==> config.mk <==
export PLATFORM = sky130hd
export DESIGN_NAME = ecc_9_enc_wr_flat
export DESIGN_NICKNAME = d
export VERILOG_FILES = /design/src/rtl/ecc_9_pkg.sv /design/src/rtl/ecc_9_enc_wr_if.sv /design/src/rtl/ecc_9_inj_mask.sv /design/src/rtl/ecc_9_enc_wr.sv /design/src/flat_wrapper.sv
export SDC_FILE = /design/constraint.sdc
export NUM_CORES = 1
export LEC_CHECK = 0
export CAP_MARGIN = 5
export CORE_UTILIZATION = 45
export DETAILED_ROUTE_END_ITERATION = 6
export HOLD_SLACK_MARGIN = 0.12
export PLACE_DENSITY = 0.7
export SYNTH_ARGS = -nofsm -noshare
export SYNTH_HDL_FRONTEND = slang
export SYNTH_SLANG_ARGS = --single-unit
==> constraint.sdc <==
create_clock -name clk -period 3.5 [get_ports clk]
set_input_delay 0.7 -clock clk [delete_from_list [all_inputs] [get_ports clk]]
set_output_delay 0.7 -clock clk [all_outputs]
set_load 0.005 [all_outputs]
==> src/rtl/ecc_9_pkg.sv <==
// rtl/ecc_9_pkg.sv - shared 9/5 SECDED code definitions for the FIFO write encoder and read corrector
package ecc_9_pkg;

    localparam int DATA_W = 9;
    localparam int PAR_W  = 5;
    localparam int CW_W   = DATA_W + PAR_W;

    localparam logic [1:0] INJ_NONE   = 2'b00;
    localparam logic [1:0] INJ_SINGLE = 2'b01;
    localparam logic [1:0] INJ_DOUBLE = 2'b10;

    function automatic logic [PAR_W-1:0] ecc_9_encode(input logic [DATA_W-1:0] d);
        logic [PAR_W-1:0] p;
        p[0] = d[0] ^ d[1] ^ d[3] ^ d[4] ^ d[6] ^ d[8];
        p[1] = d[0] ^ d[2] ^ d[3] ^ d[5] ^ d[6];
        p[2] = d[1] ^ d[2] ^ d[3] ^ d[7] ^ d[8];
        p[3] = d[4] ^ d[5] ^ d[6] ^ d[7] ^ d[8];
        p[4] = d[0] ^ d[1] ^ d[2] ^ d[4] ^ d[5] ^ d[7];
        return p;
    endfunction

endpackage

==> src/rtl/ecc_9_enc_wr_if.sv <==
// rtl/ecc_9_enc_wr_if.sv - payload in / codeword out stream bundle of the write-side encoder
interface ecc_9_enc_wr_if;
    import ecc_9_pkg::*;

    logic              s_valid;
    logic              s_ready;
    logic [DATA_W-1:0] s_data;
    logic              m_valid;
    logic              m_ready;
    logic [DATA_W-1:0] m_data;
    logic [PAR_W-1:0]  m_parity;

    modport slave (
        input  s_valid, s_data, m_ready,
        output s_ready, m_valid, m_data, m_parity
    );

    modport master (
        output s_valid, s_data, m_ready,
        input  s_ready, m_valid, m_data, m_parity
    );

endinterface

==> src/rtl/ecc_9_inj_mask.sv <==
// rtl/ecc_9_inj_mask.sv - turns an injection mode and bit positions into a codeword flip mask
module ecc_9_inj_mask
    import ecc_9_pkg::*;
(
    input  logic [1:0]      mode,
    input  logic [3:0]      pos0,
    input  logic [3:0]      pos1,
    output logic [CW_W-1:0] mask,
    output logic            range_err
);

    // Setting bits rather than toggling makes pos0==pos1 a single flip.
    always_comb begin
        mask      = '0;
        range_err = 1'b0;
        if (mode == INJ_SINGLE || mode == INJ_DOUBLE) begin
            if (pos0 < 4'(CW_W)) mask[pos0] = 1'b1;
            else                 range_err  = 1'b1;
        end
        if (mode == INJ_DOUBLE) begin
            if (pos1 < 4'(CW_W)) mask[pos1] = 1'b1;
            else                 range_err  = 1'b1;
        end
    end

endmodule

==> src/rtl/ecc_9_enc_wr.sv <==
// rtl/ecc_9_enc_wr.sv - FIFO write-side SECDED encoder with 2-entry skid buffer, error injector and counters
module ecc_9_enc_wr
    import ecc_9_pkg::*;
#(
    parameter int CNT_W = 16
) (
    input  logic               clk,
    input  logic               rst_n,
    ecc_9_enc_wr_if.slave      bus,
    input  logic               inj_req,
    input  logic [1:0]         inj_mode,
    input  logic [3:0]         inj_pos0,
    input  logic [3:0]         inj_pos1,
    output logic               inj_armed,
    output logic               inj_done,
    output logic               inj_err,
    output logic [CNT_W-1:0]   enc_cnt,
    output logic [CNT_W-1:0]   inj_cnt
);

    logic [1:0]      cnt;
    logic [1:0]      cnt_next;
    logic [CW_W-1:0] skid_cw;
    logic [1:0]      arm_mode;
    logic [3:0]      arm_pos0;
    logic [3:0]      arm_pos1;
    logic [CW_W-1:0] flip_mask;
    logic            flip_range_err;
    logic            push;
    logic            pop;
    logic            inj_fire;
    logic [CW_W-1:0] new_cw;

    ecc_9_inj_mask u_mask (
        .mode      (arm_mode),
        .pos0      (arm_pos0),
        .pos1      (arm_pos1),
        .mask      (flip_mask),
        .range_err (flip_range_err)
    );

    assign push     = bus.s_valid & bus.s_ready;
    assign pop      = bus.m_valid & bus.m_ready;
    assign inj_fire = push & inj_armed & rst_n;
    assign inj_done = inj_fire;

    // Parity is taken from the clean payload; the flip lands on the whole codeword afterwards.
    assign new_cw = {ecc_9_encode(bus.s_data), bus.s_data} ^ (inj_fire ? flip_mask : '0);

    always_comb begin
        cnt_next = cnt;
        case ({push, pop})
            2'b10:   cnt_next = cnt + 2'd1;
            2'b01:   cnt_next = cnt - 2'd1;
            default: cnt_next = cnt;
        endcase
    end

    always_ff @(posedge clk) begin
        if (!rst_n) begin
            cnt          <= 2'd0;
            skid_cw      <= '0;
            bus.s_ready  <= 1'b0;
            bus.m_valid  <= 1'b0;
            bus.m_data   <= '0;
            bus.m_parity <= '0;
            inj_armed    <= 1'b0;
            arm_mode     <= INJ_NONE;
            arm_pos0     <= '0;
            arm_pos1     <= '0;
            inj_err      <= 1'b0;
            enc_cnt      <= '0;
            inj_cnt      <= '0;
        end else begin
            cnt         <= cnt_next;
            bus.s_ready <= (cnt_next < 2'd2);
            bus.m_valid <= (cnt_next != 2'd0);

            // m_* is the head entry; skid_cw holds the second word while the head is stalled.
            if (pop) begin
                if (cnt == 2'd2) begin
                    {bus.m_parity, bus.m_data} <= skid_cw;
                    if (push) skid_cw <= new_cw;
                end else if (push) begin
                    {bus.m_parity, bus.m_data} <= new_cw;
                end
            end else if (push) begin
                if (cnt == 2'd0) {bus.m_parity, bus.m_data} <= new_cw;
                else             skid_cw <= new_cw;
            end

            if (inj_fire) inj_armed <= 1'b0;
            if (inj_req && !inj_armed) begin
                inj_armed <= 1'b1;
                arm_mode  <= inj_mode;
                arm_pos0  <= inj_pos0;
                arm_pos1  <= inj_pos1;
            end
            if ((inj_req && inj_armed) || (inj_fire && flip_range_err)) inj_err <= 1'b1;

            if (push && enc_cnt != '1) enc_cnt <= enc_cnt + 1'b1;
            if (inj_fire && (arm_mode == INJ_SINGLE || arm_mode == INJ_DOUBLE) && inj_cnt != '1)
                inj_cnt <= inj_cnt + 1'b1;
        end
    end

endmodule

==> src/flat_wrapper.sv <==
// flat-port wrapper written by rule: the top's interface ports become plain ports
module ecc_9_enc_wr_flat import ecc_9_pkg::*;
#(
    parameter int CNT_W = 16
)
  (clk, rst_n, inj_req, inj_mode, inj_pos0, inj_pos1, inj_armed, inj_done, inj_err, enc_cnt, inj_cnt, bus_s_valid, bus_s_data, bus_m_ready, bus_s_ready, bus_m_valid, bus_m_data, bus_m_parity);
  ecc_9_enc_wr_if bus_i ();
  input  logic clk;
  input  logic rst_n;
  input  logic inj_req;
  input  logic [1:0] inj_mode;
  input  logic [3:0] inj_pos0;
  input  logic [3:0] inj_pos1;
  output logic inj_armed;
  output logic inj_done;
  output logic inj_err;
  output logic [CNT_W-1:0] enc_cnt;
  output logic [CNT_W-1:0] inj_cnt;
  input wire logic [$bits(bus_i.s_valid)-1:0] bus_s_valid;
  input wire logic [$bits(bus_i.s_data)-1:0] bus_s_data;
  input wire logic [$bits(bus_i.m_ready)-1:0] bus_m_ready;
  output wire logic [$bits(bus_i.s_ready)-1:0] bus_s_ready;
  output wire logic [$bits(bus_i.m_valid)-1:0] bus_m_valid;
  output wire logic [$bits(bus_i.m_data)-1:0] bus_m_data;
  output wire logic [$bits(bus_i.m_parity)-1:0] bus_m_parity;
  assign bus_i.s_valid = bus_s_valid;
  assign bus_i.s_data = bus_s_data;
  assign bus_i.m_ready = bus_m_ready;
  assign bus_s_ready = bus_i.s_ready;
  assign bus_m_valid = bus_i.m_valid;
  assign bus_m_data = bus_i.m_data;
  assign bus_m_parity = bus_i.m_parity;
  ecc_9_enc_wr #(.CNT_W(CNT_W)) u_core (.clk(clk), .rst_n(rst_n), .bus(bus_i), .inj_req(inj_req), .inj_mode(inj_mode), .inj_pos0(inj_pos0), .inj_pos1(inj_pos1), .inj_armed(inj_armed), .inj_done(inj_done), .inj_err(inj_err), .enc_cnt(enc_cnt), .inj_cnt(inj_cnt));
endmodule
==> reports/summary.md <==
The flow ran to the end, and the final reports show no timing, DRC or antenna violations. TritonCTS built the clock tree. The remaining antenna violation count after routing came out at 0. Cell repeated most along the worst path: sky130_fd_sc_hd__clkdlybuf4s50_1. The overall overflow remaining after global route was 0. Worst-skew pair later-pin latency: 0.36 ns. The origin of the critical flop-to-flop path is u_core.arm_mode[0]. Of the post-synthesis cell area, the dominant cell type holds 38.1%. The worst setup path is captured at an output pin. Average vias per placed instance: 5.74. The area of the die came out at 9250 um^2. Core area: 8380 um^2.

For this run, design rule violations remaining after detail routing come to 0. The cell depth of the worst flop-to-flop path is 7. The sum of negative setup slack was 0 ns; the aggregate routed wire length was 9950 um.

During placement, the flow inserted port buffers numbering 74. For this configuration, the core starts out at a cell density of 47.6%. In the global route stage, overall resource usage came out at 23.2%. The tools report the via count of the first global-routing pass as 3513. The cell with the largest stage delay on the worst path is sky130_fd_sc_hd__clkdlybuf4s50_1.

The data required time at the worst endpoint is 2.80 ns, and the clock period minus final worst setup slack is 2.80 ns. The kind of critical path is in -> out. Yosys mapped a number of flops with a built-in enable equal to 0. The first global-routing pass estimated 16700 um of wire. The worst setup path is launched from a primary input. Headroom to the max-slew limit came out at 52.5%.

The longest clock path from root to sink contains 2 buffers. Number of violations of the max-capacitance limit: 0. Of all nets on the critical path, the largest fanout is 5. Fraction of final layout cells with drive strength greater than 1: 6.82%. The tools report the worst setup path startpoint as bus_s_valid.

Before CTS, the worst setup slack after placement is 0.596 ns. The analysis attributes to cell leakage a power of 1.67 nW. The die span in x was 96.2 um; the count of final max-slew check failures was 0. Counting every net in the synthesized netlist gives 515.

For this design, the CTS-stage hold fixing added 0 buffers. The logs give 0.0120 ns for the worst clock skew and 0.357 GHz for the highest achievable clock rate. The final non-filler cell total was 662. For the number of antenna violations at the first check in global routing, the log shows 0.

The largest total area in the synthesized netlist belongs to sky130_fd_sc_hd__dfxtp_1. Setup repair after global routing left no endpoint under its margin. The vertical die dimension was 96.2 um. Post-cts repair resize count: 0. The class of the tightest hold or removal check is reg -> reg.

End of the critical path: inj_done. Synthesis-to-layout area growth: 26.0%. After synthesis, the cell types taking the most area are sky130_fd_sc_hd__dfxtp_1 (38%), sky130_fd_sc_hd__xnor2_1 (6.6%), sky130_fd_sc_hd__nand2_1 (5.1%). After clock tree synthesis, the setup repair step added 0 buffers. In the final routed layout, each cell accounts on average for 15.0 um.

The tools report the post-synthesis sequential area ratio as 38.1%. The number of antenna diodes in the final layout is 0. Row generation in the floorplan step produced 33 rows. Pin placement for this block handled 75 I/O pins. The final-layout fill cell count was 772; the largest net degree at the start of global routing was 51.

Setup violations remaining at the end of the flow were counted as 0. The summed area of non-filler cells in the final layout is 5030 um^2, and the slew at the pin closest to its max-slew limit is 0.711 ns. The routed layout has 3797 vias.

The net count of the finished layout is 581. For the number of sinks driven by the clock tree, the log shows 76. The wire-length estimate of the detail-placed layout is 7030 um.

Traced cell by cell, the critical path runs through clkdlybuf4s50_1, nand4_1, inv_1, clkdlybuf4s50_1. The ratio of final minimum period to clock period is 80.0%, and the post-detailed-placement cell area is 4840 um^2. At the worst endpoint, the arrival time is 2.10 ns. Dividing total power by cell area gives a power density of 412 nW/um^2.

The most used flip-flop cell after synthesis is sky130_fd_sc_hd__dfxtp_1. The cell area that synthesis handed to floorplanning was 3990 um^2. The number of distinct standard cells referenced by the synthesized netlist was 57; the number of placed cells counting well taps was 646. Of all flip-flops after synthesis, the portion carrying an async set or reset was 0%. The minimum setup slack in the final design is 0.699 ns.

The slack of the worst reg-to-reg path is 1.30 ns, and the post-CTS clock slew at the launch and capture registers of the worst setup and hold paths is 0.08 ns. For this run, the number of Yosys warnings is 0. The run gives 0 as the final-report hold violation count. The endpoint identified for the worst register-to-register timing path is u_core.bus.m_parity[0].

A synthesized cell averages 8.22 um^2. The detailed router finished its first iteration with 186 violations. The worst supply voltage drop on vdd was 183 uV; the biggest cell delay along the critical path was 0.54 ns.

The tree is rooted in a sky130_fd_sc_hd__clkbuf_8. In this run the number of H-tree levels came out at 3. Counting flops and latches in the post-synthesis netlist gives 76.

The number of search-and-repair iterations in the first detailed-routing pass is 4. For the number of buffers added by the clock tree synthesis step, the log shows 9. At the end of routability-driven placement, the weighted congestion stood at 0.856.

The number of cells produced by synthesis came out at 486.
-- sequential cells by signal (all words and copies together) (netlist names) --
register,count
u_core.inj_err,1
u_core.arm_pos0,4
u_core.arm_mode,2
u_core.inj_cnt,16
u_core.arm_pos1,4
u_core.bus.m_parity,5
u_core.enc_cnt,16
u_core.bus.m_data,9
u_core.skid_cw,14
u_core.bus.m_valid,1
u_core.inj_armed,1
u_core.bus.s_ready,1
u_core.cnt,2
-- cells by family after synthesis --
| logic type | count (synthesis) | share of synthesized area (%) |
|---|---|---|
| muxes | 4 | 1.03 |
| buffers and inverters | 38 | 3.63 |
| AOI/OAI and AO/OA | 103 | 17.9 |
| adders and majority gates | 5 | 1.57 |
| and+or+nand+nor | 211 | 27.0 |
| DFF | 76 | 38.1 |
| xor gates and xnor gates | 49 | 10.7 |
-- cell usage after synthesis, drive strengths merged (9+ instances only) --
cell type	n
a211oi	13
a21oi	21
nand2	54
nand3	14
o22ai	12
xnor2	30
o21ai	12
inv	10
nor2	51
nor3	20
o21a	9
dfxtp	76
nand4	23
o211ai	14
clkbuf	23
xor2	19
-- report_power, final --
group / switching (mW) / leakage (nW) / internal (mW)
sequential: 0.0632 / 0.616 / 0.932
combinational: 0.214 / 0.959 / 0.204
clock: 0.331 / 0.0962 / 0.330
total: 0.609 / 1.67 / 1.47
-- critical path: cells and delay by family --
family        cells  cell delay (ns)
simple gates      1             0.15
buf+inv           3             1.25
-- through the flow --
stage	util, %	power (mW)	hold WS (ns)
finish	60.0	2.07	0.452
global route	60.0	2.19	0.485
CTS	60.0	2.09	0.459
detailed placement	57.7	1.43	0.445
global placement	57.7	1.42	0.438
floorplan	-	1.27	0.436
-- layer usage --
metal  track usage (%)  share of wire (%)  vias up
met2              36.6                 46      146
li1                  -                  -     1870
met4              8.96               0.98        0
met1              31.7                 47     1770
met5                 0                  0        -
met3              3.48                5.8       11
-- cell type report --
class	instances	area [um^2]	share of cell area [%]
sequential	76	1520	30.2
multi-input combinational	372	2330	46.2
clock inverter	6	65.1	1.29
inverter	10	37.5	0.746
tap	105	131	2.61
timing repair buffer	83	821	16.3
clock buffer	10	128	2.54
-- worst min path at each step --
stage | from | end | slack (ns) | depth (start not counted)
CTS | u_core.inj_err | u_core.inj_err | 0.46 | 2
global placement | u_core.inj_err | u_core.inj_err | 0.44 | 2
global route | u_core.inj_err | u_core.inj_err | 0.49 | 2
finish | u_core.inj_err | u_core.inj_err | 0.45 | 2
detailed placement | u_core.inj_err | u_core.inj_err | 0.45 | 2
floorplan | u_core.arm_mode[0] | u_core.arm_mode[0] | 0.44 | 2
-- cells in the final DEF (no fill, tap or decap), types with 6 or more instances in the layout --
master and count:
sky130_fd_sc_hd__o22ai_1 12, sky130_fd_sc_hd__nand2_1 54, sky130_fd_sc_hd__nand2b_1 7, sky130_fd_sc_hd__buf_4 8, sky130_fd_sc_hd__clkbuf_8 9, sky130_fd_sc_hd__o21ai_0 12, sky130_fd_sc_hd__xor2_1 19, sky130_fd_sc_hd__nand3_1 14
sky130_fd_sc_hd__dfxtp_1 76, sky130_fd_sc_hd__nand4_1 21, sky130_fd_sc_hd__nor3_1 20, sky130_fd_sc_hd__clkdlybuf4s50_1 74, sky130_fd_sc_hd__nor2b_1 6, sky130_fd_sc_hd__a21oi_1 20, sky130_fd_sc_hd__a211oi_1 12, sky130_fd_sc_hd__nor2_1 51
sky130_fd_sc_hd__o211ai_1 14, sky130_fd_sc_hd__xnor2_1 30, sky130_fd_sc_hd__o21a_1 8, sky130_fd_sc_hd__inv_1 9
Note: power is estimated with default switching activity, not from simulation.
